`src/rtl/otn_pkg.sv`:
```
`default_nettype none
// +--------------------------------------------------------------------------+
// | otn_pkg : OTN framing constants, frame-FSM encodings and CRC-8 helper     |
// | Rev 1.0                                                                   |
// +--------------------------------------------------------------------------+
package otn_pkg;

   localparam logic [7:0] OTN_FAS_HI   = 8'hF6;
   localparam logic [7:0] OTN_FAS_LO   = 8'h28;
   localparam logic [7:0] OTN_ACK_CODE = 8'h06;
   localparam logic [7:0] OTN_NAK_CODE = 8'h15;

   typedef logic [2:0] rx_state_t;

   localparam rx_state_t ST_HUNT = 3'd0;
   localparam rx_state_t ST_FAS2 = 3'd1;
   localparam rx_state_t ST_PYLD = 3'd2;
   localparam rx_state_t ST_CRC  = 3'd3;
   localparam rx_state_t ST_ACK  = 3'd4;

   localparam logic [1:0] UB_IDLE  = 2'd0;
   localparam logic [1:0] UB_START = 2'd1;
   localparam logic [1:0] UB_DATA  = 2'd2;
   localparam logic [1:0] UB_STOP  = 2'd3;

   // MSB-first, unreflected CRC-8 update over one byte.
   function automatic logic [7:0] crc8_byte(input logic [7:0] crc_in,
                                            input logic [7:0] data,
                                            input logic [7:0] poly);
      logic [7:0] c;
      c = crc_in;
      for (int i = 7; i >= 0; i--) begin
         c = (c[7] ^ data[i]) ? ({c[6:0], 1'b0} ^ poly) : {c[6:0], 1'b0};
      end
      return c;
   endfunction

endpackage
`default_nettype wire

```
`src/rtl/otn_uart_byte_rx.sv`:
```
`default_nettype none
// +--------------------------------------------------------------------------+
// | otn_uart_byte_rx : 16x-oversampled UART byte receiver, 8N1, LSB first     |
// | Rev 1.0                                                                   |
// +--------------------------------------------------------------------------+
module otn_uart_byte_rx
   import otn_pkg::*;
(
   input  logic       i_clk,
   input  logic       i_rst,
   input  logic       i_clk_en_16_x_baud,
   input  logic       i_rx,
   output logic [7:0] o_byte,
   output logic       o_byte_valid,
   output logic       o_ferr
);

   logic       sync1_q, sync1_d;
   logic       sync2_q, sync2_d;
   logic       prev_q,  prev_d;
   logic [1:0] st_q,    st_d;
   logic [3:0] tick_q,  tick_d;
   logic [2:0] bit_q,   bit_d;
   logic [7:0] sh_q,    sh_d;
   logic       valid_q, valid_d;
   logic       ferr_q,  ferr_d;

   always_comb begin
      sync1_d = i_rx;
      sync2_d = sync1_q;
      prev_d  = sync2_q;
      st_d    = st_q;
      tick_d  = tick_q;
      bit_d   = bit_q;
      sh_d    = sh_q;
      valid_d = 1'b0;
      ferr_d  = 1'b0;
      case (st_q)
         UB_IDLE: begin
            if (prev_q && !sync2_q) begin
               st_d   = UB_START;
               tick_d = 4'd0;
            end
         end
         UB_START: begin
            // Eighth strobe lands mid start bit; a high line here is a glitch.
            if (i_clk_en_16_x_baud) begin
               if (tick_q == 4'd7) begin
                  if (sync2_q) begin
                     st_d = UB_IDLE;
                  end else begin
                     st_d   = UB_DATA;
                     tick_d = 4'd0;
                     bit_d  = 3'd0;
                  end
               end else begin
                  tick_d = tick_q + 4'd1;
               end
            end
         end
         UB_DATA: begin
            if (i_clk_en_16_x_baud) begin
               if (tick_q == 4'd15) begin
                  sh_d   = {sync2_q, sh_q[7:1]};
                  tick_d = 4'd0;
                  if (bit_q == 3'd7) st_d = UB_STOP;
                  else               bit_d = bit_q + 3'd1;
               end else begin
                  tick_d = tick_q + 4'd1;
               end
            end
         end
         UB_STOP: begin
            if (i_clk_en_16_x_baud) begin
               if (tick_q == 4'd15) begin
                  valid_d = sync2_q;
                  ferr_d  = !sync2_q;
                  st_d    = UB_IDLE;
               end else begin
                  tick_d = tick_q + 4'd1;
               end
            end
         end
         default: st_d = UB_IDLE;
      endcase
   end

   // Synchroniser resets to the idle line level so reset release cannot fake a start.
   always_ff @(posedge i_clk) begin
      if (i_rst) begin
         sync1_q <= 1'b1;
         sync2_q <= 1'b1;
         prev_q  <= 1'b1;
         st_q    <= UB_IDLE;
         tick_q  <= 4'd0;
         bit_q   <= 3'd0;
         sh_q    <= 8'd0;
         valid_q <= 1'b0;
         ferr_q  <= 1'b0;
      end else begin
         sync1_q <= sync1_d;
         sync2_q <= sync2_d;
         prev_q  <= prev_d;
         st_q    <= st_d;
         tick_q  <= tick_d;
         bit_q   <= bit_d;
         sh_q    <= sh_d;
         valid_q <= valid_d;
         ferr_q  <= ferr_d;
      end
   end

   assign o_byte       = sh_q;
   assign o_byte_valid = valid_q;
   assign o_ferr       = ferr_q;

endmodule
`default_nettype wire

```
`src/rtl/otn_line_rx.sv`:
```
`default_nettype none
// +--------------------------------------------------------------------------+
// | otn_line_rx : OTN line receiver - FAS hunt, payload, CRC-8, ACK/NAK return|
// | Optional CRC comparison enabled by macro OTN_RX_CRC_CHK_EN.   Rev 1.0     |
// +--------------------------------------------------------------------------+
module otn_line_rx
   import otn_pkg::*;
#(
   parameter int         PYLD_BYTES = 16,
   parameter logic [7:0] FAS_HI     = OTN_FAS_HI,
   parameter logic [7:0] FAS_LO     = OTN_FAS_LO,
   parameter logic [7:0] CRC_POLY   = 8'h07,
   parameter logic [7:0] CRC_INIT   = 8'h00,
   parameter logic [7:0] ACK_CODE   = OTN_ACK_CODE,
   parameter logic [7:0] NAK_CODE   = OTN_NAK_CODE
)(
   input  logic       i_clk,
   input  logic       i_rst,
   input  logic       i_clk_en_16_x_baud,
   input  logic       i_otn_rx_data,
   output logic [7:0] o_pyld_data,
   output logic       o_pyld_data_valid,
   output logic       o_frame_ok,
   output logic       o_frame_err,
   output logic [7:0] o_crc_val,
   output logic [2:0] o_rx_state,
   output logic       o_otn_tx_ack
);

   localparam logic [7:0] LAST_IDX = 8'(PYLD_BYTES - 1);

   logic [7:0] rx_byte;
   logic       rx_byte_valid;
   logic       rx_ferr;

   otn_uart_byte_rx u_byte_rx (
      .i_clk              (i_clk),
      .i_rst              (i_rst),
      .i_clk_en_16_x_baud (i_clk_en_16_x_baud),
      .i_rx               (i_otn_rx_data),
      .o_byte             (rx_byte),
      .o_byte_valid       (rx_byte_valid),
      .o_ferr             (rx_ferr)
   );

   rx_state_t  state_q,      state_d;
   logic [7:0] cnt_q,        cnt_d;
   logic [7:0] crc_q,        crc_d;
   logic [7:0] pyld_data_q,  pyld_data_d;
   logic       pyld_valid_q, pyld_valid_d;
   logic       frame_ok_q,   frame_ok_d;
   logic       frame_err_q,  frame_err_d;
   logic [7:0] crc_val_q,    crc_val_d;
   logic       tx_q,         tx_d;
   logic [9:0] tx_sh_q,      tx_sh_d;
   logic [3:0] tx_tick_q,    tx_tick_d;
   logic [3:0] tx_bit_q,     tx_bit_d;
   logic       tx_busy_q,    tx_busy_d;
   logic       enter_ack;
   logic       ack_sel;

   always_comb begin
      state_d      = state_q;
      cnt_d        = cnt_q;
      crc_d        = crc_q;
      pyld_data_d  = pyld_data_q;
      pyld_valid_d = 1'b0;
      frame_ok_d   = 1'b0;
      frame_err_d  = 1'b0;
      crc_val_d    = crc_val_q;
      tx_d         = tx_q;
      tx_sh_d      = tx_sh_q;
      tx_tick_d    = tx_tick_q;
      tx_bit_d     = tx_bit_q;
      tx_busy_d    = tx_busy_q;
      enter_ack    = 1'b0;
      ack_sel      = 1'b0;
      case (state_q)
         ST_HUNT: begin
            if (rx_byte_valid && rx_byte == FAS_HI) state_d = ST_FAS2;
         end
         ST_FAS2: begin
            if (rx_byte_valid) begin
               if (rx_byte == FAS_LO) begin
                  state_d = ST_PYLD;
                  crc_d   = CRC_INIT;
                  cnt_d   = 8'd0;
               end else if (rx_byte != FAS_HI) begin
                  state_d = ST_HUNT;
               end
            end
         end
         ST_PYLD: begin
            if (rx_byte_valid) begin
               pyld_data_d  = rx_byte;
               pyld_valid_d = 1'b1;
               crc_d        = crc8_byte(crc_q, rx_byte, CRC_POLY);
               cnt_d        = cnt_q + 8'd1;
               if (cnt_q == LAST_IDX) state_d = ST_CRC;
            end else if (rx_ferr) begin
               frame_err_d = 1'b1;
               enter_ack   = 1'b1;
            end
         end
         ST_CRC: begin
            if (rx_byte_valid) begin
               crc_val_d = crc_q;
               enter_ack = 1'b1;
`ifdef OTN_RX_CRC_CHK_EN
               if (rx_byte == crc_q) begin
                  frame_ok_d = 1'b1;
                  ack_sel    = 1'b1;
               end else begin
                  frame_err_d = 1'b1;
               end
`else
               frame_ok_d = 1'b1;
               ack_sel    = 1'b1;
`endif
            end else if (rx_ferr) begin
               frame_err_d = 1'b1;
               enter_ack   = 1'b1;
            end
         end
         ST_ACK: begin
            // First strobe after entry drives the start bit; each bit lasts 16 strobes.
            if (i_clk_en_16_x_baud) begin
               if (!tx_busy_q) begin
                  tx_busy_d = 1'b1;
                  tx_d      = tx_sh_q[0];
                  tx_tick_d = 4'd0;
               end else if (tx_tick_q == 4'd15) begin
                  tx_tick_d = 4'd0;
                  if (tx_bit_q == 4'd9) begin
                     tx_d      = 1'b1;
                     tx_busy_d = 1'b0;
                     state_d   = ST_HUNT;
                  end else begin
                     tx_bit_d = tx_bit_q + 4'd1;
                     tx_sh_d  = {1'b1, tx_sh_q[9:1]};
                     tx_d     = tx_sh_q[1];
                  end
               end else begin
                  tx_tick_d = tx_tick_q + 4'd1;
               end
            end
         end
         default: state_d = ST_HUNT;
      endcase

      if (enter_ack) begin
         state_d   = ST_ACK;
         tx_sh_d   = {1'b1, (ack_sel ? ACK_CODE : NAK_CODE), 1'b0};
         tx_tick_d = 4'd0;
         tx_bit_d  = 4'd0;
         tx_busy_d = 1'b0;
      end
   end

   always_ff @(posedge i_clk) begin
      if (i_rst) begin
         state_q      <= ST_HUNT;
         cnt_q        <= 8'd0;
         crc_q        <= 8'd0;
         pyld_data_q  <= 8'd0;
         pyld_valid_q <= 1'b0;
         frame_ok_q   <= 1'b0;
         frame_err_q  <= 1'b0;
         crc_val_q    <= 8'd0;
         tx_q         <= 1'b1;
         tx_sh_q      <= 10'd0;
         tx_tick_q    <= 4'd0;
         tx_bit_q     <= 4'd0;
         tx_busy_q    <= 1'b0;
      end else begin
         state_q      <= state_d;
         cnt_q        <= cnt_d;
         crc_q        <= crc_d;
         pyld_data_q  <= pyld_data_d;
         pyld_valid_q <= pyld_valid_d;
         frame_ok_q   <= frame_ok_d;
         frame_err_q  <= frame_err_d;
         crc_val_q    <= crc_val_d;
         tx_q         <= tx_d;
         tx_sh_q      <= tx_sh_d;
         tx_tick_q    <= tx_tick_d;
         tx_bit_q     <= tx_bit_d;
         tx_busy_q    <= tx_busy_d;
      end
   end

   assign o_pyld_data       = pyld_data_q;
   assign o_pyld_data_valid = pyld_valid_q;
   assign o_frame_ok        = frame_ok_q;
   assign o_frame_err       = frame_err_q;
   assign o_crc_val         = crc_val_q;
   assign o_rx_state        = state_q;
   assign o_otn_tx_ack      = tx_q;

endmodule
`default_nettype wire
```
`config.mk`:
```
export PLATFORM = sky130hd
export DESIGN_NAME = otn_line_rx
export DESIGN_NICKNAME = d
export VERILOG_FILES = /design/src/rtl/otn_pkg.sv /design/src/rtl/otn_uart_byte_rx.sv /design/src/rtl/otn_line_rx.sv
export SDC_FILE = /design/constraint.sdc
export NUM_CORES = 1
export LEC_CHECK = 0
export CORE_MARGIN = 3
export CORE_UTILIZATION = 55
export DETAILED_ROUTE_END_ITERATION = 8
export HOLD_SLACK_MARGIN = 0.12
export PLACE_DENSITY = 0.76
export SETUP_SLACK_MARGIN = 0.5
export SLEW_MARGIN = 40
export SYNTH_ARGS = -nofsm -noshare
export SYNTH_HDL_FRONTEND = slang
export SYNTH_SLANG_ARGS = --single-unit
```
`constraint.sdc`:
```
create_clock -name i_clk -period 2.35 [get_ports i_clk]
set_clock_uncertainty 0.15 [all_clocks]
set_input_delay 0.5875 -clock i_clk [delete_from_list [all_inputs] [get_ports i_clk]]
set_output_delay 0.5875 -clock i_clk [all_outputs]
set_load 0.03 [all_outputs]
```
==> results.md, run 1 <==
* Async SR Flop Fraction at 0%
* Xor and xnor area share after synthesis at 7.23%
* Max-slew headroom at 65.7%
* Synth area leaders: dfxtp_1, nand2_1, nor2_1
* Logic pwr share at 1.9%
* Pleak at 0.00158 uW
* Die Y at 87.9 um
* Non-Filler Instances at roughly 550
* Die area at 7720 um^2
* Nets at 480
* Cells after DPL at between 500 and 600
* Max-cap violations at 0
* Fin Hold WS at 266 ps
* H-tree depth at 3
* Unrepaired setup endpoints after global routing: true
* Post-synth EDFFs at 0
* Main synth FF type: dfxtp_1
* Mux contribution to synthesized area at between 4 and 5%
* Synth Register Bits at 80
* Final hold viol count at 0
* Global route overflow at 0
* Chip width at between 80 and 90 um
* DRT met1 WL at around 3800 um
* Yosys warnings at 0
* CTS tree: yes
* Rows at 29
* CTS Buf Count at 9
* Port-buffer cells at 26
* Via count at 3,159
* Total Routing Usage GR at 22.2%
* RePlAce Congestion at roughly 0.86
* Register area at 1650 um^2
* Worst-Skew Late Latency at about 350 ps
* Drt total wl at 8150 um
* Type of origin of the critical path: register
* Share of cells above drive strength 1 at 20.3%
* Critical path data arrival time at 2140 ps
* Power share of the sequential group at 56.3%
* Routed met3 length at around 370 um
* Largest stage delay, worst path at around 430 ps
* DR WL met2 at 3900 um
* Post-CTS Hold Buffers at 0
* Clock Pin Slew Worst Setup and Hold Paths at 80 ps
* DP HPWL at 5110 um
* Initial antenna violation count at 0
* DR top layer: met4
* Combinational family with the most area after synthesis: simple AND/OR/NAND/NOR gates
* Max clock buf depth at 2
* Worst min path class: reg -> reg
* Clock power share at a little over two fifths
* Critical path required time at between 2000 and 2500 ps
* Number of DRC markers in iteration 0 at around 140
* Status: finished, final reports clean
* Largest net degree at the start of global routing at 34
* Switching share of power at 21.0%
* Area occupied by multi-input gates at approximately 2100 um^2
* Wire per inst at 14.8 um
* Adder-Cell Fraction of Synth Area at 2.37%
* Via density at roughly 5.8
* Vias in the first global route at 2,964
* Critical path's slowest cell: xor3_4
* Cell taking the most area after synthesis: dfxtp_1
* Finish-stage setup viols at 0
* Clk root buf: clkbuf_8
* FILL cells at 520
* Crit path cell chain: xnor2_4 > xor3_4 > xnor3_1 > or3_1 > a31oi_1
* Mean Syn Cell Area at 8.44 um^2
* Synth cell types at 58
* Final Cycle Share at 85.4%
* Cells after Synth at 437
* VDD IR max at approximately 0.44 mV
* Post-synth top area share at 43.4%
* CP Class: reg -> reg
* Synth cell count leaders: dfxtp_1, nand2_1, nor2_1, a21oi_1, clkbuf_1
* Worst-margin pin slew at 514 ps
* CORE AREA at 6420 um^2
* Initial core utilization at between 50% and 60%
* Cell with the most instances after synthesis: dfxtp_1
* CP delay by family, top: XOR/XNOR gates
* CP Buf/Inv Count at 0
* Ports at 27
* Net Sw Power at 506 uW
* Syn-to-layout area delta at 20.6%
* Diode count at 0
* Fin. max-slew vios at 0
* Tmin final at 2010 ps
* Cell Pwr Density at 540 nW/um^2
* CP max FO at 3
* Synth Net Count at 448
* Final Total Pwr at 2400 uW
* Post-Syn Area at between 3000 and 4000 um^2
* Internal power at 1900 uW
* DRC at 0
* Complex-gate fraction of the synthesized area at 13.6%
* ANT nets after route at 0
* Post-Synth Simple-Gate Area at 25.6%
* Fmax at 498 MHz
* Pre-antenna DRT Iters at 4
* Setup crit end kind: register
* First-pass GRT wire length at ~14,000 um
* Post-synthesis sequential area ratio at around 43%
* Fin util at 69.3%
* CTS sink cnt at 80
-- cell type report --
type | instances | share of cell area, %
clock buffer | 11 | 3.40
timing repair buffer | 50 | 9.14
sequential | 80 | 37.0
clock inverter | 3 | 0.956
multi-input combinational | 324 | 47.0
inverter | 4 | 0.337
tap | 77 | 2.17
-- sequential cells by signal (all words and copies together) (netlist names), 4 cells and up, named ones only --
name              flops
o_pyld_data           8
u_byte_rx.o_byte      8
o_crc_val             8
crc_q                 8
tx_bit_q              4
tx_tick_q             4
tx_sh_q              10
cnt_q                 8
u_byte_rx.tick_q      4
-- worst reg2reg max path, stage by stage (launching register included) --
cell,delay (ps)
dfxtp_2,360
xnor2_4,200
xor3_4,430
xnor3_1,370
or3_1,310
a31oi_1,120
-- what timing repair did --
action / 4_1_cts / 5_1_grt
endpoints found under the hold margin: 0 / 0
setup endpoints to repair: 58 / 60
resized for setup: 42 / 57
buffers inserted: 4 / 3
pin swaps: 3 / 4
gates cloned: 0 / 1
-- power by group through the flow --
stage	clock, uW	combinational, uW	sequential [uW]
6_report	1010	46.0	1350
5_1_grt	1080	50.3	1350
4_1_cts	1030	46.4	1360
3_5_place_dp	0	46.6	1390
3_3_place_gp	0	46.3	1390
2_1_floorplan	0	33.3	1390
-- logic make-up after synthesis --
kind of cell             count (synthesis)
AND/OR/NAND/NOR                        196
AO/OA/AOI/OAI                           82
flip-flops                              80
buffers and inverters                   33
XOR/XNOR                                24
multiplexers                            15
adder cells (fa/ha/maj)                  7
-- per-layer routing --
metal	vias to the layer above	GRT usage [%]
li1	1576	-
met1	1502	28.7
met2	72	35.9
met3	9	7.34
met4	0	5.86
met5	-	0
-- per-stage QoR --
step / instance area (um^2) / worst slack [ps] / TNS [ps]
floorplan: 3780 / 423 / 0
global placement: 4140 / -23.7 / -121
detailed placement: 4140 / -52.1 / -306
CTS: 4370 / 319 / 0
global route: 4450 / 256 / 0
finish: 4450 / 343 / 0
-- final timing paths --
path / from / to / slack, ps / depth (start not counted)
worst min-delay path: u_byte_rx.sync1_q / u_byte_rx.prev_d / 270 / 1
worst min register to register: u_byte_rx.sync1_q / u_byte_rx.prev_d / 270 / 1
worst max-delay path: crc_q[7] / crc_q[2] / 340 / 5
worst max register to register: crc_q[7] / crc_q[2] / 340 / 5
-- placed cells by master (no fill, tap or decap), types with 8 or more instances in the layout --
cell	instances
nor2_1	55
dfxtp_4	8
dfxtp_1	59
clkdlybuf4s15_1	10
nand3b_1	8
mux2i_1	14
nand3_1	16
clkbuf_2	8
clkbuf_8	11
dfxtp_2	13
xnor2_1	12
nand2_1	63
a21oi_1	40
buf_4	21
No activity file was read; power rests on OpenSTA's default activity.
==> run 2, diff against run 1 <==
CELL_PAD_IN_SITES_DETAIL_PLACEMENT = 2   (was unset)
CELL_PAD_IN_SITES_GLOBAL_PLACEMENT = 2   (was unset)
CORE_UTILIZATION = 35   (was 55)
GPL_TIMING_DRIVEN = 0   (was unset)
PLACE_DENSITY = unset   (was 0.76)
PLACE_DENSITY_LB_ADDON = 0.1   (was unset)
==> results.md, run 2 (synthesis results as in run 1) <==
* Max-slew headroom at roughly 51%
* R2r startpoint: u_byte_rx.o_byte[7]
* Final Total Pwr at 2650 uW
* VDD IR max at 0.367 mV
* FF-to-FF End: crc_q[2]
* Share of cells above drive strength 1 at between 20% and 30%
* CTS tree: yes
* H-tree depth at 3
* ANT nets after route at 0
* Pre-antenna DRT Iters at 4
* Clk root buf: clkbuf_8
* Syn-to-layout area delta at 32.6%
* R2r worst-path depth at 5
* Die Y at 109 um
* Critical path required time at 2480 ps
* Worst Hold Depth at 1
* Clock power share at between 40% and 50%
* DP HPWL at 7850 um
* Tmin final at 2070 ps
* Nets at 510
* Die area at 11,800 um^2
* Switching share of power at 23.6%
* DRC at 0
* Final Cycle Share at 88.2%
* Hold_sp: u_byte_rx.sync1_q
* R2R Setup Slk at between 200 and 300 ps
* Via density at around 5.6
* Final hold viol count at 0
* Setup_tns at 0 ps
* Diode count at 0
* Worst-margin pin slew at 729 ps
* Worst-Skew Late Latency at 380 ps
* Power share of the sequential group at 51.0%
* Fin. max-slew vios at 0
* Commonest cells after routing, fill and taps aside: nand2_1, dfxtp_1, nor2_1, a21oi_1, buf_4
* Status: finished, final reports clean
* Largest register by flop count: tx_sh_q
* CP Buf/Inv Count at 0
* Fin util at approximately half
* Max reg flops at 10
* Vias in the first global route at between 3k and 4k
* Clock Pin Slew Worst Setup and Hold Paths at 100 ps
* Logic pwr share at 2.4%
* Pleak at around 0.0017 uW
* Finish-stage setup viols at 0
* Port-buffer cells at 25
* Largest net degree at the start of global routing at 14
* CORE AREA at 10000 um^2
* Max-cap violations at 0
* Hold endpoint: u_byte_rx.prev_d
* First-pass GRT wire length at 20,300 um
* Post-CTS Hold Buffers at 0
* CP max FO at 6
* Number of DRC markers in iteration 0 at roughly 140
* Ports at 27
* CTS sink cnt at 80
* Drt total wl at 14,200 um
* Crit path cell chain: xnor2_4 > xor3_4 > xnor3_1 > or3_1 > a31oi_1
* Unrepaired setup endpoints after global routing: true
* Via count at 3,538
* Fin Hold WS at 260 ps
* Setup crit end kind: register
* Fmax at 483 MHz
* Net Sw Power at roughly 630 uW
* Total Routing Usage GR at 22.1%
* RePlAce Congestion at 0.795
* Max clock buf depth at 2
* CP Class: reg -> reg
* Internal power at between 2000 and 2500 uW
* Wire per inst at 22.2 um
* Type of origin of the critical path: register
* Setup ws final at 278 ps
* Chip width at 109 um
* Largest stage delay, worst path at 470 ps
* Critical path's slowest cell: xor3_4
* Initial antenna violation count at 0
* Rows at 36
* CP delay by family, top: XOR/XNOR gates
* Initial core utilization at 36.9%
* Cell Pwr Density at between 500 and 600 nW/um^2
* Worst min path class: reg -> reg
* Place WS at -422 ps
* Global route overflow at 0
* CTS Buf Count at 9
* Critical path data arrival time at roughly 2200 ps
* Commonest non-fill, non-tap cell in the layout: nand2_1
==> run 2: cell types whose count changed in the layout (fill, tap and decap cells not counted), sizes merged <==
cell           delta
buf              +11
bufinv            +1
clkbuf           +24
clkdlybuf4s15     -3
clkinv            +1
dlygate4sd2       -2
==> run 2: how the worst max path moves through the flow <==
| stage | start | endpoint | cells after the start |
|---|---|---|---|
| floorplan | crc_q[1] | crc_q[2] | 5 |
| detailed placement | i_clk_en_16_x_baud | o_otn_tx_ack | 5 |
| global placement | i_clk_en_16_x_baud | tx_sh_q[5] | 7 |
| global route | u_byte_rx.o_byte[7] | crc_q[2] | 5 |
| finish | u_byte_rx.o_byte[7] | crc_q[2] | 5 |
| CTS | crc_q[7] | crc_q[2] | 5 |
==> run 2: power groups by stage <==
stage	combinational (uW)	clock (uW)	sequential, uW
after global placement	57.0	0	1390
after detailed placement	57.3	0	1390
after floorplan	33.3	0	1390
final	63.1	1240	1350
after global routing	66.9	1320	1350
after CTS	59.2	1220	1360
==> run 2: area by class of cell <==
type / count / area [um^2]
buffer: 29 / 241
clock buffer: 11 / 153
clock inverter: 5 / 77.6
fill: 1087 / 5110
inverter: 4 / 15.0
multi-input combinational: 324 / 2190
sequential: 80 / 1650
tap: 133 / 166
timing repair buffer: 51 / 398
==> run 2: stage by stage <==
stage,instances,cell area (um^2)
after floorplan,437,3780
after global placement,595,4200
after detailed placement,595,4200
after CTS,626,4710
after global routing,637,4890
final,637,4890
==> run 2: timing repair <==
item | in CTS | in global routing
setup buffers | 14 | 11
cloned | 1 | 0
endpoints found under the setup margin | 85 | 74
pin swaps | 12 | 9
gates resized for setup | 101 | 78
==> run 2: routing by layer <==
metal,vias up,GRT usage [%],wire length [um]
met2,88,39.8,7370
met3,27,3.08,460
met1,1781,27.5,5980
met5,-,0,0
met4,0,6.13,351
li1,1642,-,-
==> run 3, diff against run 2 <==
SLEW_MARGIN = 10   (was 40)
==> results of run 3 <==
Final layout, timing and power as in run 2 (identical DEF).
